==> config.mk <==
export PLATFORM = sky130hd
export DESIGN_NAME = fsm_key_sequencer
export DESIGN_NICKNAME = d
export VERILOG_FILES = /design/src/rtl/fsm_key_pkg.sv /design/src/rtl/lfsr8_mask.sv /design/src/rtl/fsm_key_sequencer.sv
export SDC_FILE = /design/constraint.sdc
export NUM_CORES = 1
export LEC_CHECK = 0
export ABC_AREA = 0
export CORE_MARGIN = 2
export CORE_UTILIZATION = 45
export CTS_CLUSTER_SIZE = 40
export DETAILED_ROUTE_END_ITERATION = 12
export PLACE_DENSITY = 0.76
export RECOVER_POWER = 50
export SLEW_MARGIN = 20
export SYNTH_ARGS = -nofsm -noshare
export SYNTH_HDL_FRONTEND = slang
export SYNTH_SLANG_ARGS = --single-unit
==> constraint.sdc <==
create_clock -name clk -period 3.3 [get_ports clk]
set_input_delay 0.66 -clock clk [delete_from_list [all_inputs] [get_ports clk]]
set_output_delay 0.66 -clock clk [all_outputs]
set_load 0.02 [all_outputs]
==> src/rtl/fsm_key_pkg.sv <==
// Shared types and constants for the key-entry sequencer: key ROM, state encoding,
// and the mask LFSR step function.
package fsm_key_pkg;

    typedef enum logic [1:0] {
        IDLE     = 2'd0,
        CHECK    = 2'd1,
        UNLOCKED = 2'd2,
        LOCKOUT  = 2'd3
    } state_e;

    // Taps for x^8+x^6+x^5+x^4+1 in a left-shifting Fibonacci register
    localparam logic [7:0] LFSR_TAPS = 8'hB8;

    // Entries beyond KEY_LEN-1 are never reached with the default length
    localparam logic [7:0] KEY [8] = '{
        8'h3C, 8'hA7, 8'h5E, 8'h91,
        8'h4B, 8'hD2, 8'h6F, 8'h18
    };

    function automatic logic [7:0] lfsr_next(input logic [7:0] q);
        return {q[6:0], ^(q & LFSR_TAPS)};
    endfunction

endpackage

==> src/rtl/lfsr8_mask.sv <==
// 8-bit Fibonacci mask generator; holds its value while en is low and reloads SEED on reset.
module lfsr8_mask
    import fsm_key_pkg::*;
#(
    parameter logic [7:0] SEED = 8'hA5
) (
    input  logic       clk,
    input  logic       rst,
    input  logic       en,
    output logic [7:0] q
);

    logic [7:0] r_lfsr;

    always_ff @(posedge clk or posedge rst) begin
        if (rst) begin
            r_lfsr <= SEED;
        end else if (en) begin
            r_lfsr <= lfsr_next(r_lfsr);
        end
    end

    assign q = r_lfsr;

endmodule

==> src/rtl/fsm_key_sequencer.sv <==
// Key-sequence gate in front of a protected FSM: scrambles x_in with an LFSR mask until the
// ordered key sequence is entered, and latches a permanent lockout after too many mismatches.
module fsm_key_sequencer
    import fsm_key_pkg::*;
#(
    parameter int unsigned KEY_LEN   = 4,
    parameter int unsigned KEY_W     = 8,
    parameter int unsigned MAX_FAIL  = 3,
    parameter logic [7:0]  LFSR_SEED = 8'hA5
) (
    input  logic             clk,
    input  logic             rst,
    input  logic             key_valid,
    input  logic [KEY_W-1:0] key_in,
    input  logic             relock,
    input  logic [7:0]       x_in,
    output logic [7:0]       x_out,
    output logic             unlocked,
    output logic             lockout,
    output logic [2:0]       key_idx,
    output logic [2:0]       fail_cnt
);

    localparam logic [2:0] LastIdx  = 3'(KEY_LEN - 1);
    localparam logic [2:0] FailMax  = 3'(MAX_FAIL);

    state_e             r_state;
    logic [2:0]         r_key_idx;
    logic [2:0]         r_fail_cnt;
    logic               r_unlocked;
    logic               r_lockout;

    logic [KEY_W-1:0]   w_key_word;
    logic               w_match;
    logic [2:0]         w_fail_next;
    logic [7:0]         w_lfsr;
    logic               w_lfsr_en;

    assign w_key_word  = KEY_W'(KEY[r_key_idx]);
    assign w_match     = (key_in == w_key_word);
    assign w_fail_next = (r_fail_cnt == FailMax) ? r_fail_cnt : r_fail_cnt + 3'd1;
    assign w_lfsr_en   = (r_state != UNLOCKED);

    lfsr8_mask #(
        .SEED (LFSR_SEED)
    ) u_mask (
        .clk (clk),
        .rst (rst),
        .en  (w_lfsr_en),
        .q   (w_lfsr)
    );

    always_ff @(posedge clk or posedge rst) begin
        if (rst) begin
            r_state    <= IDLE;
            r_key_idx  <= 3'd0;
            r_fail_cnt <= 3'd0;
            r_unlocked <= 1'b0;
            r_lockout  <= 1'b0;
        end else begin
            unique case (r_state)
                IDLE, CHECK: begin
                    if (key_valid) begin
                        if (w_match) begin
                            if (r_key_idx == LastIdx) begin
                                r_state    <= UNLOCKED;
                                r_key_idx  <= 3'd0;
                                r_unlocked <= 1'b1;
                            end else begin
                                r_state   <= CHECK;
                                r_key_idx <= r_key_idx + 3'd1;
                            end
                        end else begin
                            r_key_idx  <= 3'd0;
                            r_fail_cnt <= w_fail_next;
                            if (w_fail_next == FailMax) begin
                                r_state   <= LOCKOUT;
                                r_lockout <= 1'b1;
                            end else begin
                                r_state <= IDLE;
                            end
                        end
                    end
                end
                // relock beats a simultaneous key word, which is simply dropped
                UNLOCKED: begin
                    if (relock) begin
                        r_state    <= IDLE;
                        r_key_idx  <= 3'd0;
                        r_unlocked <= 1'b0;
                    end
                end
                LOCKOUT: begin
                    r_state <= LOCKOUT;
                end
                default: begin
                    r_state <= IDLE;
                end
            endcase
        end
    end

    always_comb begin
        x_out = x_in ^ w_lfsr;
        unique case (r_state)
            UNLOCKED: x_out = x_in;
            LOCKOUT:  x_out = ~x_in;
            default:  x_out = x_in ^ w_lfsr;
        endcase
    end

    assign unlocked = r_unlocked;
    assign lockout  = r_lockout;
    assign key_idx  = r_key_idx;
    assign fail_cnt = r_fail_cnt;

endmodule

==> flow_summary.yaml, run 1 <==
placement:
  gp_congestion: 0.781
  placed_area_um2: 1620
  place_hpwl_um: 1940
  dp_slack_ns: 0.746
  io_buffer_count: 35
global_routing:
  grt_overflow: 0
  grt_pass1_wl_um: 4530
  grt_use_total_pct: 17.7
  antenna_found_initial: 0
  grt_max_degree: 19
  first_global_vias: 1005
synth:
  ys.warnings.count: 0
  synthTopCellsByCount: "xnor2_1 (17), dfrtp_1 (14), a21oi_1 (10), nand2_1 (10), mux2_2 (8)"
  syn_avg_cell_area_um2: 10.3
  synth.net_count: 149
  synthMostInstantiatedCell: "xnor2_1"
  synth-async-reset-ratio_pct: 100
  netlist-cell-type-count: 38
  synth-edff-count: 0
  synthTopCellsByArea: "dfrtp_1 (27%), xnor2_1 (12%), dfstp_2 (8.2%)"
  synth_top_area_cell: "dfrtp_1"
  ys_seq_elements: 18
  ys_seq_area_share_pct: 35.7
  synth_top_area_share_pct: 27.4
  synth_ff_type: "dfrtp_1"
  postSynthCellCount: 124
  syn_area_um2: 1280
detailed_routing:
  wirelength_um: 2590
  vias_per_cell: 5.28
  via_count: 988
  drt-initial-drc-count: 25
  dr.pass1.iters: 4
  detail-route-antenna-nets: 0
  wl_per_cell_um: 13.9
  drc: 0
min_path:
  holdPathStages: 1
  hold_class: "reg2reg"
clocking:
  cts_sinks: 18
  cts_tree: "yes"
  clk_path_buf_depth: 2
  post_cts_buffers: 0
  cts_resized: 0
  numCtsBuffers: 3
  cts-root-buf: "clkbuf_4"
  clk_pin_slew_ns: 0.10
  ctsHoldBuffers: 0
  htreeDepth: 1
  insertion_delay_ns: 0.29
cells_and_area:
  nets: 183
  syn_to_final_growth_pct: 28.4
  n_antenna_cell: 0
  drive_above_1_share_pct: 14.1
  fin_area_um2: 1640
sta:
  tightest_slew_ns: 0.823
  rsz0062_at_grt: "false"
  setup_viol: 0
  slew_headroom_pct: 45.0
  period_share_pct: 79.2
  finClkSkew_ns: 0.00237
  hold_violations: 0
  finalMaxSlewViolations: 0
  fin_setup_tns_ns: 0
  layout_setup_ws_ns: 0.685
  period_minus_slack_ns: 2.62
  clock.fmax_mhz: 382
setup_path:
  worstPathMaxFanout: 10
  worst-r2r-cell-count: 7
  end_kind: "primary output"
  start_kind: "flip-flop"
  required_ns: 2.64
  worst_ep_arrival_time_ns: 1.96
  critical_path_class: "reg2out"
floorplanning:
  num_io_pins: 36
  dieWidth_um: 57.3
  core_um2: 2730
  start_util_pct: 46.7
  die_h_um: 57.3
  dieArea_um2: 3280
  fp-row-count: 19
outcome:
  status: "complete, no violations"
pwr:
  leakage_nw: 0.665
  ir_drop_mv: 0.376
  p_per_area_nw_per_um2: 436
run:
  maxCapViolCount: 0
## critical path, stage by stage (launching register included)
cell             delay, ns
dfrtp_1               0.40
clkinv_1              0.25
a21oi_1               0.25
xnor2_1               0.14
clkdlybuf4s50_1       0.63
## metrics by stage
| step | utilization [%] | std cells | total power (W) | hold slack (ns) |
|---|---|---|---|---|
| 2_1_floorplan | - | 124 | 0.000483 | 0.463 |
| 3_3_place_gp | 59.2 | 184 | 0.000607 | 0.450 |
| 3_5_place_dp | 59.2 | 184 | 0.000614 | 0.463 |
| 4_1_cts | 60.0 | 187 | 0.000727 | 0.499 |
| 5_1_grt | 60.0 | 187 | 0.000768 | 0.514 |
| 6_report | 60.0 | 187 | 0.000715 | 0.483 |
## flip-flops by register name, summed over array words and instances (netlist names), named ones only
| name | count |
|---|---|
| key_idx | 3 |
| u_mask.q | 8 |
| r_state | 1 |
| lockout | 1 |
| fail_cnt | 3 |
| unlocked | 1 |
## cell usage in the layout, fill, tap and decap left out, drive strengths merged, types with 2 or more instances in the layout
cell / Yosys / layout
nor2: 2 / 2
dlygate4sd3: 0 / 3
inv: 5 / 5
nand2: 11 / 11
ha: 5 / 5
mux2: 8 / 8
xnor2: 18 / 18
o221ai: 3 / 3
clkdlybuf4s50: 0 / 32
mux2i: 2 / 2
nand2b: 5 / 5
dfstp: 4 / 4
and2: 2 / 2
clkbuf: 2 / 3
or2: 3 / 3
o41ai: 2 / 2
dfrtp: 14 / 14
xor2: 2 / 2
o2111a: 2 / 2
nor2b: 3 / 3
o311ai: 2 / 2
o21ai: 4 / 4
a21oi: 10 / 10
## where the power goes
group | switching (W) | internal [W] | leakage, nW
registers | 0.0000289 | 0.000249 | 0.226
clock network | 0.0000644 | 0.0000424 | 0.0138
logic | 0.000169 | 0.000161 | 0.425
## final timing paths
kind,from,end,slack (ns)
max in group asynchronous,rst,async pin,1.96
min reg2reg,lockout$_DFFE_PP0P_,lockout$_DFFE_PP0P_,0.48
max,r_state[1]$_DFFE_PP0P_,x_out[4],0.68
min in group asynchronous,rst,fail_cnt[0]$_DFFE_PP0P_,0.90
max reg2reg,key_idx[0]$_DFFE_PP0P_,fail_cnt[1]$_DFFE_PP0P_,0.89
min,lockout$_DFFE_PP0P_,lockout$_DFFE_PP0P_,0.48
## kinds of logic after synthesis
| group | Yosys count | share of synthesized area [%] |
|---|---|---|
| DFF | 18 | 35.7 |
| xor gates and xnor gates | 20 | 14.3 |
| adders and majority gates | 5 | 4.90 |
| muxes | 10 | 8.62 |
| buffers and inverters | 12 | 5.58 |
| and+or+nand+nor | 31 | 13.2 |
| AOI/OAI and AO/OA | 28 | 17.7 |
## metal layers
metal | vias to the layer above | part of all wire (%) | global-route usage, %
met5 | - | 0 | 0
met4 | 0 | 1.3 | 4.65
met3 | 5 | 5.9 | 5.90
met2 | 28 | 48 | 28.7
met1 | 460 | 45 | 22.9
li1 | 495 | - | -
## cell type report
class                      count  area (um^2)
clock buffer                   3         22.5
fill                         245         1090
inverter                       6         22.5
multi-input combinational     94          751
sequential                    18          455
tap                           31         38.8
timing repair buffer          35          350
Note: power is estimated with default switching activity, not from simulation.
==> inputs of run 2 (changes only) <==
==> constraint.sdc (replaced) <==
create_clock -name clk -period 2.63 [get_ports clk]
set_input_delay 0.526 -clock clk [delete_from_list [all_inputs] [get_ports clk]]
set_output_delay 0.526 -clock clk [all_outputs]
set_load 0.02 [all_outputs]
==> flow_summary.yaml, run 2 (same netlist as run 1, synthesis figures left out) <==
cells_and_area:
  syn_to_final_growth_pct: 29.3
  fin_util_pct: 60.4
  final_common_cell: "clkdlybuf4s50_1"
  drive_above_1_share_pct: 14.6
  final_cell_mix: "clkdlybuf4s50_1 (31), xnor2_1 (17), dfrtp_1 (14), nand2_1 (10), a21oi_1 (10)"
  n_antenna_cell: 0
  nets: 185
  largest_register_ffs: 8
  fin_area_um2: 1650
placement:
  dp_slack_ns: 0.172
  placed_area_um2: 1630
  gp_congestion: 0.727
  place_hpwl_um: 1990
  io_buffer_count: 35
sta:
  setup_viol: 0
  layout_setup_ws_ns: 0.125
  slew_headroom_pct: 55.7
  finClkSkew_ns: 0.000513
  fin_setup_tns_ns: 0
  period_minus_slack_ns: 2.50
  whs_ns: 0.478
  rsz0062_at_grt: "false"
  finalMaxSlewViolations: 0
  hold_violations: 0
  tightest_slew_ns: 0.664
  clock.fmax_mhz: 399
  period_share_pct: 95.2
global_routing:
  first_global_vias: 971
  grt_overflow: 0
  grt_use_total_pct: 16.9
  antenna_found_initial: 0
  grt_max_degree: 19
  grt_pass1_wl_um: 4340
setup_path:
  critical_path_class: "reg2out"
  crit_family: "buffers and inverters"
  max_stage_delay_ns: 0.64
  required_ns: 2.10
  start_kind: "flip-flop"
  critPathSlowestCell: "clkdlybuf4s50_1"
  crit_chain: "clkinv_1 > a21oi_1 > xnor2_1 > clkdlybuf4s50_1"
  reg2reg_slack_ns: 0.36
  crit_buf_inv: 2
  end_kind: "primary output"
  worstPathMaxFanout: 10
  worst_ep_arrival_time_ns: 1.98
clocking:
  clk_path_buf_depth: 2
  cts-root-buf: "clkbuf_4"
  clk_pin_slew_ns: 0.09
  cts_sinks: 18
  cts_resized: 0
  insertion_delay_ns: 0.29
  ctsHoldBuffers: 0
  cts_tree: "yes"
  post_cts_buffers: 0
  numCtsBuffers: 3
  htreeDepth: 1
floorplanning:
  die_h_um: 57.3
  fp-row-count: 19
  start_util_pct: 46.7
  num_io_pins: 36
  dieWidth_um: 57.3
  core_um2: 2730
  dieArea_um2: 3280
detailed_routing:
  via_count: 1019
  dr.pass1.iters: 4
  wl_per_cell_um: 13.4
  drt-initial-drc-count: 41
  vias_per_cell: 5.39
  detail-route-antenna-nets: 0
  drc: 0
  wirelength_um: 2540
pwr:
  power_frac_seq_pct: 38.5
  switching_share_pct: 37.1
  ir_drop_mv: 0.459
  p_int_w: 0.000566
  p_per_area_nw_per_um2: 545
  combPwrFrac_pct: 46.7
  p_sw_w: 0.000334
  leakage_nw: 0.672
  clockPowerShare_pct: 14.8
outcome:
  status: "complete, no violations"
run:
  maxCapViolCount: 0
min_path:
  hold_class: "reg2reg"
==> run 2: routing by layer <==
layer  vias to the layer above  track usage [%]  wire length (um)  part of all wire, %
met5                         -                0                 0                    0
li1                        505                -                 -                    -
met4                         0             6.31                55                  2.2
met2                        30             25.1              1150                   45
met1                       477             24.4              1210                   48
met3                         7             3.40               115                  4.5
==> run 2: worst register-to-register path, stage by stage (launching register included) <==
cell,delay [ns]
dfrtp_1,0.56
inv_1,0.13
ha_1,0.27
xnor2_1,0.18
o2111a_1,0.22
o221ai_2,0.13
o21ai_0,0.31
mux2_2,0.37
==> run 2: area by class of cell <==
type | instances | area (um^2)
timing repair buffer | 37 | 362
clock buffer | 3 | 22.5
multi-input combinational | 94 | 751
sequential | 18 | 455
fill | 253 | 1080
inverter | 6 | 22.5
tap | 31 | 38.8
==> run 2: worst paths after layout <==
path / startpoint / endpoint / cells after the start
setup / recovery: r_state[1]$_DFFE_PP0P_ / x_out[0] / 4
hold / removal: lockout$_DFFE_PP0P_ / lockout$_DFFE_PP0P_ / 1
setup reg to reg: key_idx[1]$_DFFE_PP0P_ / fail_cnt[1]$_DFFE_PP0P_ / 7
hold reg to reg: lockout$_DFFE_PP0P_ / lockout$_DFFE_PP0P_ / 1
max in group asynchronous: rst / u_mask.q[6]$_DFFE_PP0N_ / 2
min in group asynchronous: rst / fail_cnt[0]$_DFFE_PP0P_ / 2
==> run 2: per-stage QoR <==
step / total power, W / std cells
2_1_floorplan: 0.000605 / 124
3_3_place_gp: 0.000771 / 186
3_5_place_dp: 0.000781 / 186
4_1_cts: 0.000921 / 189
5_1_grt: 0.000964 / 189
6_report: 0.000900 / 189
==> run 2: power by group through the flow <==
stage | logic (W) | clock network, W | registers, W
6_report | 0.000420 | 0.000133 | 0.000347
5_1_grt | 0.000463 | 0.000149 | 0.000352
4_1_cts | 0.000432 | 0.000141 | 0.000348
3_5_place_dp | 0.000428 | 0 | 0.000353
3_3_place_gp | 0.000421 | 0 | 0.000349
2_1_floorplan | 0.000230 | 0 | 0.000375
==> inputs of run 3 (changes only) <==
--- a/config.mk
+++ b/config.mk
@@ -6,12 +6,11 @@
 export NUM_CORES = 1
 export LEC_CHECK = 0
 export ABC_AREA = 0
-export CORE_MARGIN = 2
 export CORE_UTILIZATION = 45
 export CTS_CLUSTER_SIZE = 40
 export DETAILED_ROUTE_END_ITERATION = 12
+export GPL_TIMING_DRIVEN = 0
 export PLACE_DENSITY = 0.76
-export RECOVER_POWER = 50
 export SLEW_MARGIN = 20
 export SYNTH_ARGS = -nofsm -noshare
 export SYNTH_HDL_FRONTEND = slang
==> flow_summary.yaml, run 3 (same netlist as run 1, synthesis figures left out) <==
setup_path:
  crit_family: "buffers and inverters"
  r2r_start: "key_idx[0]$_DFFE_PP0P_"
  crit_cells: 4
  reg2reg_slack_ns: 0.30
  crit_buf_inv: 2
  crit_chain: "clkinv_1 > a21oi_1 > xnor2_1 > clkdlybuf4s50_1"
  worstPathMaxFanout: 10
  start_kind: "flip-flop"
  critPathSlowestCell: "clkdlybuf4s50_1"
  worst_ep_arrival_time_ns: 1.97
  r2r-end: "fail_cnt[1]$_DFFE_PP0P_"
  critical_path_class: "reg2out"
  required_ns: 2.10
  end_kind: "primary output"
  worst-r2r-cell-count: 8
  max_stage_delay_ns: 0.62
global_routing:
  grt_pass1_wl_um: 4500
  antenna_found_initial: 0
  grt_max_degree: 19
  grt_use_total_pct: 18.1
  first_global_vias: 1035
  grt_overflow: 0
clocking:
  ctsHoldBuffers: 0
  cts_sinks: 18
  clk_path_buf_depth: 2
  post_cts_buffers: 0
  htreeDepth: 1
  cts_tree: "yes"
  cts_resized: 0
  numCtsBuffers: 3
  clk_pin_slew_ns: 0.10
  cts-root-buf: "clkbuf_4"
  insertion_delay_ns: 0.29
placement:
  gp_congestion: 0.793
  io_buffer_count: 35
  dp_slack_ns: 0.156
  place_hpwl_um: 2110
  placed_area_um2: 1670
pwr:
  finalPower_w: 0.000936
  p_per_area_nw_per_um2: 551
  ir_drop_mv: 0.601
  leakage_nw: 0.695
detailed_routing:
  dr.pass1.iters: 4
  wirelength_um: 2670
  detail-route-antenna-nets: 0
  drc: 0
  vias_per_cell: 5.52
  wl_per_cell_um: 13.9
  via_count: 1060
  drt-initial-drc-count: 20
sta:
  tightest_slew_ns: 0.676
  hold_violations: 0
  finClkSkew_ns: 0.00297
  period_minus_slack_ns: 2.50
  slew_headroom_pct: 54.9
  layout_setup_ws_ns: 0.130
  period_share_pct: 95.1
  setup_viol: 0
  clock.fmax_mhz: 400
  finalMaxSlewViolations: 0
  fin_setup_tns_ns: 0
  rsz0062_at_grt: "false"
floorplanning:
  core_um2: 2590
  dieWidth_um: 55.3
  fp-row-count: 18
  start_util_pct: 49.3
  die_h_um: 55.3
  num_io_pins: 36
  dieArea_um2: 3060
cells_and_area:
  nets: 188
  fin_area_um2: 1700
  final_common_cell: "clkdlybuf4s50_1"
  drive_above_1_share_pct: 16.7
  largest_register_ffs: 8
  syn_to_final_growth_pct: 32.9
  final_cell_mix: "clkdlybuf4s50_1 (35), xnor2_1 (17), dfrtp_1 (14), nand2_1 (10), a21oi_1 (10)"
  n_antenna_cell: 0
run:
  maxCapViolCount: 0
min_path:
  hold_class: "reg2reg"
  holdCritStartpoint: "lockout$_DFFE_PP0P_"
  holdPathStages: 1
  hold_end: "lockout$_DFFE_PP0P_"
outcome:
  status: "complete, no violations"
==> run 3: changes by cell type in the layout (fill, tap and decap cells not counted), sizes merged <==
cell,before,now
buf,1,4
clkbuf,4,5
clkdlybuf4s50,31,35
dlygate4sd3,4,0
==> run 3: through the flow <==
stage | instances | hold WS, ns | utilization, %
after floorplan | 124 | 0.462 | -
after global placement | 189 | 0.452 | 64.3
after detailed placement | 189 | 0.452 | 64.3
after CTS | 193 | 0.480 | 65.7
after global routing | 192 | 0.508 | 65.6
final | 192 | 0.479 | 65.6
==> run 3: per-layer routing <==
metal	track usage, %	routed length, um	part of all wire (%)	vias up
met3	3.28	102	3.8	4
met5	0	0	0	-
met1	22.2	1200	45	514
li1	-	-	-	511
met2	31.5	1350	50	31
met4	6.79	20	0.75	0
==> run 3: power breakdown <==
part | switching (W) | internal [W] | total, W
registers | 0.0000327 | 0.000312 | 0.000345
clock network | 0.0000835 | 0.0000843 | 0.000168
logic | 0.000216 | 0.000206 | 0.000423
total | 0.000332 | 0.000603 | 0.000936
==> run 3: worst register-to-register path: stages (launching register included) <==
cell,delay [ns]
dfrtp_1,0.44
buf_6,0.16
inv_1,0.08
ha_1,0.34
xnor2_1,0.14
nor3_1,0.13
o221ai_1,0.20
o21ai_0,0.35
mux2_2,0.38
==> run 3: worst max-delay path by stage <==
stage                                 startpoint  slack, ns                      end
after floorplan           key_idx[0]$_DFFE_PP0P_       0.40  fail_cnt[1]$_DFFE_PP0P_
after global placement                 key_in[6]       0.21  fail_cnt[1]$_DFFE_PP0P_
after detailed placement               key_in[6]       0.16  fail_cnt[1]$_DFFE_PP0P_
after CTS                 r_state[1]$_DFFE_PP0P_       0.06                 x_out[6]
after global routing      r_state[1]$_DFFE_PP0P_       0.01                 x_out[4]
final                     r_state[1]$_DFFE_PP0P_       0.13                 x_out[2]
==> run 3: area by class of cell <==
type	instances	area (um^2)
fill	212	892
multi-input combinational	94	751
sequential	18	455
timing repair buffer	35	350
buffer	5	45.0
tap	30	37.5
clock buffer	4	36.3
inverter	6	22.5
